`src/rtl/i2s_receiver.sv`:
```
// ---------------------------------------------------------------------------
// i2s_receiver
//
// I2S master receiver. Divides mclk down to the bit clock (sclk), generates
// the word select (ws) with the standard one-bit lead ahead of each MSB,
// and captures a WIDTH-bit left and right sample from each frame of
// 2*SLOT_BITS bit clocks. Slot bits beyond WIDTH are padding and ignored.
//
// Parameters:
//   WIDTH     - sample width in bits (1..SLOT_BITS)
//   SLOT_BITS - sclk bits per channel slot (>= 2)
//   SCLK_DIV  - mclk cycles per sclk period (even, >= 4)
//
// Ports:
//   mclk      - in,  master clock, all logic on its rising edge
//   rst       - in,  asynchronous active-low reset
//   sd_rx     - in,  serial data from the codec, MSB first
//   rx_data_l - out, last complete left sample
//   rx_data_r - out, last complete right sample
//   sclk      - out, generated bit clock (50% duty)
//   ws        - out, generated word select (0 = left, 1 = right)
//   rx_valid  - out, one-cycle strobe with each rx_data_r update; present
//               only when the macro I2S_RX_VALID_EN is defined
// ---------------------------------------------------------------------------
`timescale 1ns/1ps

module i2s_receiver #(
  parameter int WIDTH     = 16,
  parameter int SLOT_BITS = 32,
  parameter int SCLK_DIV  = 24
) (
  input  logic             mclk,
  input  logic             rst,
  input  logic             sd_rx,
  output logic [WIDTH-1:0] rx_data_l,
  output logic [WIDTH-1:0] rx_data_r,
  output logic             sclk,
  output logic             ws
`ifdef I2S_RX_VALID_EN
  ,
  output logic             rx_valid
`endif
);

  localparam int HALF  = SCLK_DIV / 2;
  localparam int DIV_W = (HALF > 1) ? $clog2(HALF) : 1;
  localparam int FRAME = 2 * SLOT_BITS;
  localparam int B_W   = $clog2(FRAME);

  localparam logic [DIV_W-1:0] DIV_LAST = DIV_W'(HALF - 1);
  localparam logic [B_W-1:0]   B_LAST   = B_W'(FRAME - 1);
  localparam logic [B_W-1:0]   WS_FIRST = B_W'(SLOT_BITS - 1);
  localparam logic [B_W-1:0]   WS_LAST  = B_W'(FRAME - 2);
  localparam logic [B_W-1:0]   L_LSB    = B_W'(WIDTH - 1);
  localparam logic [B_W-1:0]   R_LSB    = B_W'(SLOT_BITS + WIDTH - 1);

  logic [DIV_W-1:0] div_q, div_d;
  logic             sclk_q, sclk_d;
  logic [B_W-1:0]   b_q, b_d;
  logic             ws_q, ws_d;
  logic [WIDTH-1:0] sh_q, sh_d;
  logic             latch_l_q, latch_l_d;
  logic             latch_r_q, latch_r_d;
  logic [WIDTH-1:0] rx_data_l_q, rx_data_l_d;
  logic [WIDTH-1:0] rx_data_r_q, rx_data_r_d;
  logic             rx_valid_q, rx_valid_d;

  logic sclk_rise_s;
  logic sclk_fall_s;

  // Bit-clock divider: toggle sclk at each terminal count.
  always_comb begin
    div_d       = div_q;
    sclk_d      = sclk_q;
    sclk_rise_s = 1'b0;
    sclk_fall_s = 1'b0;
    if (div_q == DIV_LAST) begin
      div_d       = '0;
      sclk_d      = ~sclk_q;
      sclk_rise_s = ~sclk_q;
      sclk_fall_s = sclk_q;
    end else begin
      div_d = div_q + DIV_W'(1);
    end
  end

  // Frame bit index and word select, both advanced on sclk falling toggles.
  // ws is decoded from the upcoming index so it leads each MSB by one bit.
  always_comb begin
    b_d  = b_q;
    ws_d = ws_q;
    if (sclk_fall_s) begin
      if (b_q == B_LAST) begin
        b_d = '0;
      end else begin
        b_d = b_q + B_W'(1);
      end
      ws_d = (b_d >= WS_FIRST) && (b_d <= WS_LAST);
    end else begin
      b_d  = b_q;
      ws_d = ws_q;
    end
  end

  // Data capture: shift on every sclk rise; flag a word boundary when the
  // LSB of a channel lands, and move the word out one mclk later. The shift
  // register holds still between rises, so the delayed copy is exact.
  always_comb begin
    sh_d        = sh_q;
    latch_l_d   = 1'b0;
    latch_r_d   = 1'b0;
    rx_data_l_d = rx_data_l_q;
    rx_data_r_d = rx_data_r_q;
    rx_valid_d  = latch_r_q;
    if (sclk_rise_s) begin
      sh_d      = (sh_q << 1) | WIDTH'(sd_rx);
      latch_l_d = (b_q == L_LSB);
      latch_r_d = (b_q == R_LSB);
    end else begin
      sh_d = sh_q;
    end
    if (latch_l_q) begin
      rx_data_l_d = sh_q;
    end else begin
      rx_data_l_d = rx_data_l_q;
    end
    if (latch_r_q) begin
      rx_data_r_d = sh_q;
    end else begin
      rx_data_r_d = rx_data_r_q;
    end
  end

  // State registers. Reset parks the index at the last frame bit so the
  // first sclk fall after release starts a fresh left slot at b=0.
  always_ff @(posedge mclk or negedge rst) begin
    if (!rst) begin
      div_q       <= '0;
      sclk_q      <= 1'b0;
      b_q         <= B_LAST;
      ws_q        <= 1'b0;
      sh_q        <= '0;
      latch_l_q   <= 1'b0;
      latch_r_q   <= 1'b0;
      rx_data_l_q <= '0;
      rx_data_r_q <= '0;
      rx_valid_q  <= 1'b0;
    end else begin
      div_q       <= div_d;
      sclk_q      <= sclk_d;
      b_q         <= b_d;
      ws_q        <= ws_d;
      sh_q        <= sh_d;
      latch_l_q   <= latch_l_d;
      latch_r_q   <= latch_r_d;
      rx_data_l_q <= rx_data_l_d;
      rx_data_r_q <= rx_data_r_d;
      rx_valid_q  <= rx_valid_d;
    end
  end

  assign rx_data_l = rx_data_l_q;
  assign rx_data_r = rx_data_r_q;
  assign sclk      = sclk_q;
  assign ws        = ws_q;

`ifdef I2S_RX_VALID_EN
  assign rx_valid = rx_valid_q;
`else
  logic unused_valid_s;
  assign unused_valid_s = rx_valid_q;
`endif

endmodule

```
`config.mk`:
```
export PLATFORM = sky130hd
export DESIGN_NAME = i2s_receiver
export DESIGN_NICKNAME = d
export VERILOG_FILES = /design/src/rtl/i2s_receiver.sv
export SDC_FILE = /design/constraint.sdc
export NUM_CORES = 1
export LEC_CHECK = 0
export CORE_ASPECT_RATIO = 1.1
export CORE_MARGIN = 1.5
export CORE_UTILIZATION = 50
export DETAILED_ROUTE_END_ITERATION = 6
export GPL_TIMING_DRIVEN = 0
export HOLD_SLACK_MARGIN = 0.15
export MAX_ROUTING_LAYER = met4
export PLACE_DENSITY = 0.75
export SYNTH_ARGS = -nofsm -noshare
export SYNTH_HDL_FRONTEND = slang
export SYNTH_SLANG_ARGS = --single-unit
```
`constraint.sdc`:
```
create_clock -name mclk -period 2 [get_ports mclk]
set_clock_uncertainty 0.05 [all_clocks]
set_input_delay 0.4 -clock mclk [delete_from_list [all_inputs] [get_ports mclk]]
set_output_delay 0.4 -clock mclk [all_outputs]
set_load 0.005 [all_outputs]
```
---- After elaboration in Yosys (flattened, before gate mapping) ----
Cells that the tools add are included.
storage, ports and cells
  register bits after elaboration ......... 62
  input port bits ......................... 3
  output and inout bits ................... 34
  logic and storage cells ................. 27
operators by class
  add/subtract/negate cells ............... 2
  magnitude comparators ................... 2
  eq/ne operators ......................... 4
  mux-type cells .......................... 7
  bitwise logic cells ..................... 2
  reductions and logical operators ........ 1
operators with widths
  kind                                                               count
  bitwise OR 16 x 1 -> 16 bit                                        1
  equality test 6 bit, second input constant                         2
  two-way mux 6 bit                                                  2
  adder 6 x 1 -> 6 bit, second input constant                        1
  equality test 6 x 4 -> 1 bit, second input constant                1
  greater-or-equal comparator 6 x 5 -> 1 bit, second input constant  1
  less-or-equal comparator 6 bit, second input constant              1
  adder 4 x 1 -> 4 bit, second input constant                        1
  equality test 4 bit, second input constant                         1
  two-way mux 1 bit                                                  4
  two-way mux 4 bit                                                  1
  logical AND 1 bit                                                  1
  NOT 1 bit                                                          1

---- Longest topological paths before layout ----
  word-level depth ........................ 5
  depth in mapped cells ................... 7
  depth with buffers taken out ............ 6

---- Least setup slack after synthesis ----
No wires, ideal clock.
  path kind ............................... register to register
  start ................................... register div_q[0]
  end ..................................... register sh_q[10]
  arrival time ............................ 1457 ps
  required time ........................... 1825 ps
  setup slack ............................. 368 ps
  stages on the path, launching flop included .. 7
  path buffers ............................ 1
  clock period less this slack ............ 1632 ps
  path through ............................ dfrtp_1 ha_1 nor2b_4 nand2_4 nor2_4 buf_6 mux2_2
between the ends
  longest elaborated chain between the ends .. 2
RTL lines
  what                      line  text
  start: declaration        57    logic [DIV_W-1:0] div_q, div_d;
  start signal: assignment  149   div_q <= div_d;
  equality test 4 bit       77    if (div_q == DIV_LAST) begin
  two-way mux 1 bit         77
  end signal: assignment    142   sh_q <= '0;
  end signal: assignment    153   sh_q <= sh_d;
  end: declaration          61    logic [WIDTH-1:0] sh_q, sh_d;
Every way passes these cells.
A chain may end at the register's enable or synchronous reset.

---- Worst setup path after layout ----
  start ................................... register div_q[0]
  end ..................................... register sh_q[11]
Same word-level chain as after synthesis.

==> impl_metrics.py <==
metrics = {
    "die": {
        "num_rows": 26,
        "ios": 37,
        "die_x_um": 70.18,
        "core-area_um2": 4717,
        "die_y_um": 76.90,
        "initial_core_util_pct": 52.63,
        "dieArea_um2": 5397,
    },
    "critical_path": {
        "cp-end-kind": "register",
        "arrival_ns": 2.02,
        "critPathKind": "reg -> reg",
        "crit_slowest_cell": "dfrtp_1",
        "critPathLaunchType": "register",
        "path_cells": "ha_1 > nor2b_4 > nand2_4 > nor2_4 > buf_6 > mux2_2",
        "cp_max_fo": 10,
        "max_stage_delay_ns": 0.38,
        "critPathRequiredTime_ns": 2.16,
    },
    "timing": {
        "period_share_pct": 92.66,
        "rsz0062_at_grt": "false",
        "worstMarginPinSlew_ns": 0.5172,
        "finalCriticalPeriod_ns": 1.853,
        "hold_viol": 0,
        "finalWorstSetupSlack_ns": 0.1469,
        "slew_headroom_pct": 65.52,
        "report.final.slew_viol_count": 0,
        "max_freq_ghz": 0.5396,
        "finalSetupViolations": 0,
    },
    "global_routing": {
        "gr-total-overflow": 0,
        "grt_max_degree": 42,
        "antenna_found_initial": 0,
        "grt_most_used_layer": "met2",
        "grt_util_met3_pct": 6.045,
        "use_met1_pct": 21.35,
        "grt_pass1_vias": 1531,
        "grt.total_usage_pct": 18.44,
        "grt_pass1_wl_um": 7362,
        "grtUsageMet2_pct": 30.00,
    },
    "cells_and_area": {
        "areaGrowthSynthToFinish_pct": 27.77,
        "drive_gt1_share_pct": 35.27,
        "fin_nets": 226,
        "instances_no_fill": 280,
        "fin_area_um2": 3172,
        "num_antenna_cells": 0,
    },
    "yosys": {
        "netlist_instances": 170,
        "syn-num-nets": 177,
        "muxShareOfSynthArea_pct": 22.18,
        "yosys.area.top_type": "dfrtp_1",
        "syn_area_um2": 2482,
        "yosys-top-cells-area": "dfrtp_1, mux2_2, dfstp_2",
        "synth-simple-area-share_pct": 6.351,
        "syn_area_per_cell_um2": 14.60,
        "ys.flop_type": "dfrtp_1",
        "synth-seq-cells": 62,
        "synth_top_family_by_area": "multiplexers",
        "async_flop_share_pct": 100.0,
        "ys_seq_area_share_pct": 62.80,
        "synth_xor_area_share_pct": 1.058,
        "ys_warn_count": 0,
        "synth.most_common_cell": "dfrtp_1",
        "synth-adder-area-share_pct": 2.016,
        "synth_edf_count": 0,
        "synth_compound_area_share_pct": 4.133,
        "ys_types": 31,
        "yosys-top-cells-count": "dfrtp_1, mux2_2, nand2_1, o21ai_0",
        "synth_top_cell_area_share_pct": 56.45,
    },
    "power": {
        "power.density_nw_per_um2": 800.0,
        "p_clk_share_pct": 49.1,
        "leakagePower_nw": 1.504,
        "swShare_pct": 18.48,
        "intPower_w": 0.002068,
        "ir_drop_v": 0.0004988,
        "p_switching_w": 0.0004689,
        "power.share.sequential_pct": 49.6,
        "pwr-share-comb_pct": 1.3,
        "power_w": 0.002537,
    },
    "cts": {
        "cts_sinks": 62,
        "cts_resized": 0,
        "clk_latency_ns": 0.33,
        "cts-root-buf": "clkbuf_8",
        "clockBufferDepth": 2,
        "cts_tree": "built",
        "cts.htree.levels": 3,
        "cts_made_buffers": 9,
        "clk_pin_slew_ns": 0.07,
    },
    "route": {
        "drc": 0,
        "ant_nets": 0,
        "dr.pass1.iters": 5,
        "avgViaCountPerCell": 5.475,
        "dr_total_vias": 1533,
        "wire_per_inst_um": 15.51,
        "dr.first_iter.drc_count": 111,
        "wl_um": 4342,
    },
    "placed_design": {
        "placed_cells": 263,
        "port_buffers": 36,
        "dp_worst_setup_slack_ns": 0.1423,
        "dp_hpwl_um": 3066,
        "routabilityCongestion": 0.7539,
        "place_area_um2": 2928,
    },
    "status": {
        "status": "completed",
    },
    "min_path": {
        "hold_path.class": "reg -> reg",
    },
    "flow_run": {
        "drv_cap": 0,
    },
}
==> layout make-up <==
type	count	area [um2]
Buffer	5	28.78
Inverter	2	7.507
Multi-Input combinational cell	101	887.1
Sequential cell	62	1559
Clock buffer	13	168.9
Tap cell	56	70.07
Timing Repair Buffer	38	385.4
Clock inverter	3	65.06
Fill cell	334	1545
==> cells by family (layout without fill, tap and decap cells) <==
kind of cell    count (synthesis)  count (layout)
compound gates                 17              17
xor+xnor                        3               3
fa+ha+maj                       4               4
buf+inv                         7              61
flops                          62              62
mux                            49              49
simple gates                   28              28
==> worst max-delay path: cells and delay by family (launching register included) <==
kind          cells  cell delay, ns
flops             1            0.38
fa+ha+maj         1            0.19
buf+inv           1            0.21
simple gates      3            0.57
mux               1            0.34
==> layout by cell type (no fill, tap or decap), types with 2 or more instances in the layout <==
cell type,synthesis,routed
clkdlybuf4s50_1,0,35
nor2_1,6,6
clkbuf_1,2,3
inv_1,2,2
o21ai_0,7,7
bufinv_16,0,2
dfstp_2,6,6
o31ai_1,3,3
a21oi_1,3,3
nand3_1,5,5
buf_2,2,3
dfrtp_1,56,56
nand2_1,7,7
ha_1,4,4
mux2_2,48,48
clkbuf_8,0,12
xnor2_1,2,2
==> state kept, by name, indices dropped and copies added, names as in the netlist <==
signal / cells
b_q: 6
div_q: 4
latch_l_q: 1
latch_r_q: 1
rx_data_l: 16
rx_data_r: 16
sclk: 1
sh_q: 16
ws: 1
==> per-layer routing <==
layer  routed length (um)  vias up  part of all wire, %
li1                     -      699                    -
met1                 1877      780                   43
met2                 2179       44                   50
met3                  195       10                  4.5
met4                   89        0                  2.0
met5                    0        -                    0
==> final timing paths <==
path / from / endpoint / slack (ns) / cells after the start
max: div_q[0]$_DFF_PN0_ / sh_q[11]$_DFFE_PN0P_ / 0.15 / 6
min: div_q[0]$_DFF_PN0_ / div_q[0]$_DFF_PN0_ / 0.42 / 1
max reg2reg: div_q[0]$_DFF_PN0_ / sh_q[11]$_DFFE_PN0P_ / 0.15 / 6
min reg2reg: div_q[0]$_DFF_PN0_ / div_q[0]$_DFF_PN0_ / 0.42 / 1
max in group asynchronous: rst / b_q[4]$_DFFE_PN1P_ / 0.73 / 3
min in group asynchronous: rst / rx_data_l[15]$_DFFE_PN0P_ / 0.53 / 2
==> what timing repair did <==
| action | 4_1_cts | 5_1_grt |
|---|---|---|
| hold buffers | 1 | 0 |
| hold endpoints to repair | 19 | 0 |
| buffers inserted | 0 | 0 |
==> per-stage QoR <==
stage | utilization [%] | TNS [ns] | hold slack [ns]
3_5_place_dp | 62.07 | 0 | 0.3492
6_report | 67.24 | 0 | 0.4155
4_1_cts | 67.24 | 0 | 0.4172
5_1_grt | 67.24 | 0 | 0.4290
3_3_place_gp | 61.75 | -71.46 | 0.3936
2_1_floorplan | - | 0 | 0.05441
==> power by group through the flow <==
stage | combinational, W | clock (W) | sequential, W
CTS | 0.0000357 | 0.00128 | 0.00126
finish | 0.0000336 | 0.00124 | 0.00126
detailed placement | 0.0000341 | 0 | 0.00128
global route | 0.0000391 | 0.00133 | 0.00126
floorplan | 0.00000185 | 0 | 0.00128
global placement | 0.0000281 | 0 | 0.00128
Note: power is estimated with default switching activity, not from simulation.
